--- src/rtl/nibble_add_pkg.sv ---
// Shared constants and types for the nibble-serial adder controller.
package nibble_add_pkg;

  localparam int unsigned NIB_W = 4;

  typedef enum logic [1:0] {
    ST_IDLE = 2'd0,
    ST_RUN  = 2'd1,
    ST_DONE = 2'd2
  } state_e;

  // ceil(log2(nib_cnt)), never below 1 so the index register always exists
  function automatic int unsigned idx_width(input int unsigned nib_cnt);
    int unsigned w;
    w = 1;
    while ((32'd1 << w) < nib_cnt) begin
      w = w + 1;
    end
    return w;
  endfunction

endpackage

--- src/rtl/nibble_adder4.sv ---
// Combinational 4-bit ripple-carry adder shared by every nibble step.
module nibble_adder4
  import nibble_add_pkg::*;
(
  input  logic [NIB_W-1:0] a,
  input  logic [NIB_W-1:0] b,
  input  logic             ci,
  output logic [NIB_W-1:0] s,
  output logic             co
);

  logic [NIB_W:0] c;

  always_comb begin
    c    = '0;
    s    = '0;
    c[0] = ci;
    for (int i = 0; i < NIB_W; i++) begin
      s[i]   = a[i] ^ b[i] ^ c[i];
      c[i+1] = (a[i] & b[i]) | (c[i] & (a[i] ^ b[i]));
    end
    co = c[NIB_W];
  end

endmodule

--- src/rtl/nibble_serial_add_ctrl.sv ---
// Sequencer computing a WORD_W-bit sum one nibble per cycle, LSB nibble first.
// Optional subtraction mode enabled by defining NIBBLE_ADD_SUB_EN.
module nibble_serial_add_ctrl
  import nibble_add_pkg::*;
#(
  parameter int unsigned WORD_W = 16
) (
  input  logic              clk,
  input  logic              rst_n,
  input  logic              in_valid,
  output logic              in_ready,
  input  logic [WORD_W-1:0] in_x,
  input  logic [WORD_W-1:0] in_y,
  input  logic              in_cin,
`ifdef NIBBLE_ADD_SUB_EN
  input  logic              in_sub,
`endif
  output logic              out_valid,
  input  logic              out_ready,
  output logic [WORD_W-1:0] out_sum,
  output logic              out_cout,
  output logic              busy
);

  localparam int unsigned    NIB_CNT  = WORD_W / NIB_W;
  localparam int unsigned    IDX_W    = idx_width(NIB_CNT);
  localparam logic [IDX_W-1:0] IDX_LAST = IDX_W'(NIB_CNT - 1);

  state_e            state_q, state_d;
  logic [WORD_W-1:0] x_q, x_d;
  logic [WORD_W-1:0] y_q, y_d;
  logic [WORD_W-1:0] sum_q, sum_d;
  logic [IDX_W-1:0]  idx_q, idx_d;
  logic              carry_q, carry_d;
  logic              cout_q, cout_d;
  logic              in_ready_q, in_ready_d;
  logic              out_valid_q, out_valid_d;
  logic              busy_q, busy_d;

  logic [WORD_W-1:0] y_load;
  logic              cin_load;
  int unsigned       nib_base;
  logic [NIB_W-1:0]  add_s;
  logic              add_co;

  // Subtraction is folded in at capture: store ~Y and force the first carry.
`ifdef NIBBLE_ADD_SUB_EN
  assign y_load   = in_sub ? ~in_y : in_y;
  assign cin_load = in_sub | in_cin;
`else
  assign y_load   = in_y;
  assign cin_load = in_cin;
`endif

  assign nib_base = 32'(idx_q) * NIB_W;

  nibble_adder4 u_adder (
    .a  (x_q[nib_base +: NIB_W]),
    .b  (y_q[nib_base +: NIB_W]),
    .ci (carry_q),
    .s  (add_s),
    .co (add_co)
  );

  always_ff @(posedge clk or negedge rst_n) begin
    if (!rst_n) begin
      state_q     <= ST_IDLE;
      x_q         <= '0;
      y_q         <= '0;
      sum_q       <= '0;
      idx_q       <= '0;
      carry_q     <= 1'b0;
      cout_q      <= 1'b0;
      in_ready_q  <= 1'b1;
      out_valid_q <= 1'b0;
      busy_q      <= 1'b0;
    end else begin
      state_q     <= state_d;
      x_q         <= x_d;
      y_q         <= y_d;
      sum_q       <= sum_d;
      idx_q       <= idx_d;
      carry_q     <= carry_d;
      cout_q      <= cout_d;
      in_ready_q  <= in_ready_d;
      out_valid_q <= out_valid_d;
      busy_q      <= busy_d;
    end
  end

  // Next-state, datapath updates and flag decode from the next state.
  always_comb begin
    state_d = state_q;
    x_d     = x_q;
    y_d     = y_q;
    sum_d   = sum_q;
    idx_d   = idx_q;
    carry_d = carry_q;
    cout_d  = cout_q;

    case (state_q)
      ST_IDLE: begin
        if (in_valid && in_ready_q) begin
          x_d     = in_x;
          y_d     = y_load;
          carry_d = cin_load;
          idx_d   = '0;
          state_d = ST_RUN;
        end
      end
      ST_RUN: begin
        sum_d[nib_base +: NIB_W] = add_s;
        carry_d = add_co;
        if (idx_q == IDX_LAST) begin
          idx_d   = '0;
          cout_d  = add_co;
          state_d = ST_DONE;
        end else begin
          idx_d = idx_q + IDX_W'(1);
        end
      end
      ST_DONE: begin
        if (out_valid_q && out_ready) begin
          state_d = ST_IDLE;
        end
      end
      default: state_d = ST_IDLE;
    endcase

    in_ready_d  = (state_d == ST_IDLE);
    out_valid_d = (state_d == ST_DONE);
    busy_d      = (state_d == ST_RUN) || (state_d == ST_DONE);
  end

  assign in_ready  = in_ready_q;
  assign out_valid = out_valid_q;
  assign busy      = busy_q;
  assign out_sum   = sum_q;
  assign out_cout  = cout_q;

endmodule

--- config.mk ---
export PLATFORM = sky130hd
export DESIGN_NAME = nibble_serial_add_ctrl
export DESIGN_NICKNAME = d
export VERILOG_FILES = /design/src/rtl/nibble_add_pkg.sv /design/src/rtl/nibble_adder4.sv /design/src/rtl/nibble_serial_add_ctrl.sv
export SDC_FILE = /design/constraint.sdc
export NUM_CORES = 1
export LEC_CHECK = 0
export ABC_AREA = 1
export CAP_MARGIN = 25
export CORE_MARGIN = 4
export CORE_UTILIZATION = 47
export CTS_CLUSTER_SIZE = 8
export DETAILED_ROUTE_END_ITERATION = 12
export GPL_TIMING_DRIVEN = 0
export PLACE_DENSITY_LB_ADDON = 0.1
export SYNTH_ARGS = -nofsm -noshare
export SYNTH_HDL_FRONTEND = slang
export SYNTH_HIERARCHICAL = 1
export SYNTH_SLANG_ARGS = --single-unit
--- constraint.sdc ---
create_clock -name clk -period 2.9 [get_ports clk]
set_input_delay 0.58 -clock clk [delete_from_list [all_inputs] [get_ports clk]]
set_output_delay 0.58 -clock clk [all_outputs]
set_load 0.005 [all_outputs]
==> results of run 1 <==
==> layout make-up <==
cell class	instances	area share, %
flip-flops and latches	57	36.9
clock buffers	10	3.30
clock inverters	6	1.52
multi-input cells	248	32.5
plain buffers	14	2.62
well taps	75	2.42
repair buffers	63	16.4
inverters	44	4.40
==> path summary, 6_finish.rpt <==
path,startpoint,end,slack (ns),cells past startpoint
hold / removal,rst_n,out_sum[10],0.25,1
setup / recovery,idx_q[0],out_sum[3],0.02,17
setup reg to reg,idx_q[0],out_sum[3],0.02,17
max in group asynchronous,rst_n,in_ready,2.00,2
hold reg to reg,y_q[3],y_q[3],0.47,2
min in group clk,y_q[3],y_q[3],0.47,2
==> synthesized netlist by cell type <==
master    instances  area [sq um]
buf_6             2          22.5
clkbuf_1          5          18.8
a21oi_1           1          5.00
nor2_1           11          41.3
nand2_1         146           548
o211ai_1         16           120
dfstp_2           1          26.3
inv_1            38           143
clkinv_1          2          7.51
nor2_4            3          33.8
buf_2             4          20.0
o21ai_0           4          20.0
nand4_1           3          18.8
o21ai_1           3          15.0
buf_4             3          22.5
ha_1              8           100
nor2_2            1          6.26
fa_1              4          80.1
nand3_1          44           220
dfrtp_1          56          1400
nand2_4           1          11.3
nand3_2           1          10.0
nand2_2           2          12.5
inv_2             4          15.0
==> sequential cells by signal, indices dropped and copies added (netlist names) <==
signal     count
idx_q          2
y_q           16
out_valid      1
state_q        2
out_sum       16
x_q           16
out_cout       1
in_ready       1
carry_q        1
busy           1
==> metrics by stage <==
| step | util (%) | worst slack [ns] | total power [mW] |
|---|---|---|---|
| floorplan | - | 0.0242 | 2.91 |
| global placement | 59.7 | -0.715 | 3.55 |
| detailed placement | 59.9 | -0.507 | 3.62 |
| CTS | 64.4 | 0.0272 | 4.51 |
| global route | 64.6 | -0.166 | 4.99 |
| finish | 64.6 | 0.0197 | 4.54 |
==> worst max-delay path, cell delays in order (launching register included) <==
cell      delay, ns
dfrtp_2        0.38
inv_2          0.05
buf_6          0.12
buf_8          0.12
o211ai_1       0.20
nand2_1        0.12
fa_2           0.35
inv_2          0.06
fa_2           0.18
inv_2          0.04
fa_2           0.32
inv_2          0.06
fa_1           0.42
inv_2          0.09
nand2_1        0.06
nor2_1         0.12
nand2_1        0.06
nand2_1        0.06
==> power by group <==
| group | switching, mW | leakage (nW) | internal, mW | total [mW] |
|---|---|---|---|---|
| Clock | 0.320 | 0.0998 | 0.392 | 0.711 |
| Sequential | 0.199 | 0.730 | 1.13 | 1.33 |
| Combinational | 1.50 | 1.20 | 0.998 | 2.50 |
==> cells in the final DEF, fill, tap and decap left out, types with 2 or more instances in the layout <==
cell             netlist  routed
buf_12                 0       2
inv_1                 38      34
buf_6                  2       2
dfrtp_1               56      55
buf_4                  3       9
o211ai_1              16      16
nand3_2                1       2
nor2_4                 3       3
fa_2                   0       3
nand4_1                3       3
clkinv_2               0       4
clkbuf_1               5       4
nand2_2                2       3
nand2_1              146     145
o21ai_1                3       3
inv_2                  4       8
nor2_1                11      11
clkdlybuf4s50_1        0      55
buf_2                  4       4
nand3_1               44      43
clkbuf_8               0       9
clkinv_4               0       2
o21ai_0                4       4
ha_1                   8       8
==> cell families after synthesis <==
kind of cell	Yosys count	synth area share, %
adder cells (fa/ha/maj)	12	6.17
buffers and inverters	58	8.53
AND/OR/NAND/NOR	212	30.9
AO/OA/AOI/OAI	24	5.49
flip-flops	57	48.9
==> routing by layer <==
layer	routed length, um	up-vias	global-route usage, %	part of all wire, %
li1	-	1288	-	-
met3	366	12	4.47	5.5
met1	2930	1129	24.5	44
met5	0	-	0	0
met4	144	0	8.92	2.2
met2	3160	61	30.6	48
==> repair_timing <==
action	4_1_cts	5_1_grt
resized for setup	13	5
buffers inserted	5	1
pin swaps	5	4
endpoints found under the setup margin	10	4
==> results.json, run 1 <==
{
  "placedCellCount": 495,
  "boundaryPins": 57,
  "fp.dieW_um": 86.8,
  "syn_inst": 363,
  "die-height_um": 86.8,
  "diodes": 0,
  "syn_avg_cell_area_sq_um": 8.04,
  "design_area_sq_um": 3870,
  "drc_errors": 0,
  "fin_crit_sh_pct": 99.3,
  "synth_cell_types": 24,
  "maxSlewViolCount": 0,
  "hold_class": "primary input to asynchronous set/reset pin",
  "filler_cell_count": 558,
  "synth_seq_cells": 57,
  "grt_pass1_vias": 2361,
  "multi_input_area_sq_um": 1260,
  "syn_area_sq_um": 2920,
  "numCtsBuffers": 9,
  "clk_path_buf_depth": 2,
  "port_buffers": 56,
  "cp.required_ns": 3.18,
  "holdWs_ns": 0.255,
  "grt-ovfl-total": 0,
  "crit_path_start_kind": "flop",
  "drive_above_1_share_pct": 13.1,
  "cts_hold_buf": 0,
  "power.density_nw_per_um2": 1170,
  "dr.first_iter.drc_count": 112,
  "setup_viol": 0,
  "wl_um": 6610,
  "setup.worst_path.end_class": "flop",
  "crit_type": "flop to flop",
  "fp.coreArea_sq_um": 5990,
  "num_vias": 2490,
  "start_util_pct": 48.7,
  "dr.pass1.iters": 4,
  "grt_pass1_wl_um": 11000,
  "max_freq_mhz": 347,
  "finalNonFillerCells": 517,
  "slew_headroom_pct": 58.8,
  "clock-skew-final_ns": 0.00652,
  "vias_per_cell": 4.82,
  "die-area_sq_um": 7540,
  "outcome": "finished clean",
  "row_count": 28,
  "cts_sinks": 57,
  "yosys_warnings": 6,
  "drv_cap": 0,
  "track_usage_pct": 19.1,
  "fin_nets": 486,
  "clk_pin_slew_worst_paths_ns": 0.07,
  "h-tree-depth": 3,
  "worstSkewPairLatency_ns": 0.34,
  "placed_area_sq_um": 3590,
  "post_drt_wl_per_cell_um": 12.8,
  "hold_violations": 0,
  "critical_path_arrival_ns": 3.16,
  "tritoncts": "yes",
  "antenna_found_initial": 0,
  "crit_fanout": 6,
  "antenna_left": 0,
  "ir_drop_mv": 0.527,
  "cts-root-buf": "clkbuf_8",
  "gp_congestion": 0.830,
  "final-seq-area_sq_um": 1430,
  "syn_to_final_growth_pct": 32.6,
  "dp_hpwl_um": 4780,
  "rsz0062_at_grt": "true",
  "synth_nets": 412,
  "grt_max_degree": 32,
  "p_leak_nw": 2.03,
  "tightest_slew_ns": 0.618,
  "tns_ns": 0,
  "ys_seq_area_share_pct": 48.9,
  "finalCriticalPeriod_ns": 2.88
}
Note: power is estimated with default switching activity, not from simulation.
==> run 2: changes to the inputs <==
--- a/config.mk
+++ b/config.mk
@@ -12,6 +12,7 @@
 export CTS_CLUSTER_SIZE = 8
 export DETAILED_ROUTE_END_ITERATION = 12
 export GPL_TIMING_DRIVEN = 0
+export HOLD_SLACK_MARGIN = 0.08
 export PLACE_DENSITY_LB_ADDON = 0.1
 export SYNTH_ARGS = -nofsm -noshare
 export SYNTH_HDL_FRONTEND = slang
==> results of run 2 <==
Same layout as run 1: the final DEF is identical, and so are final timing and power.
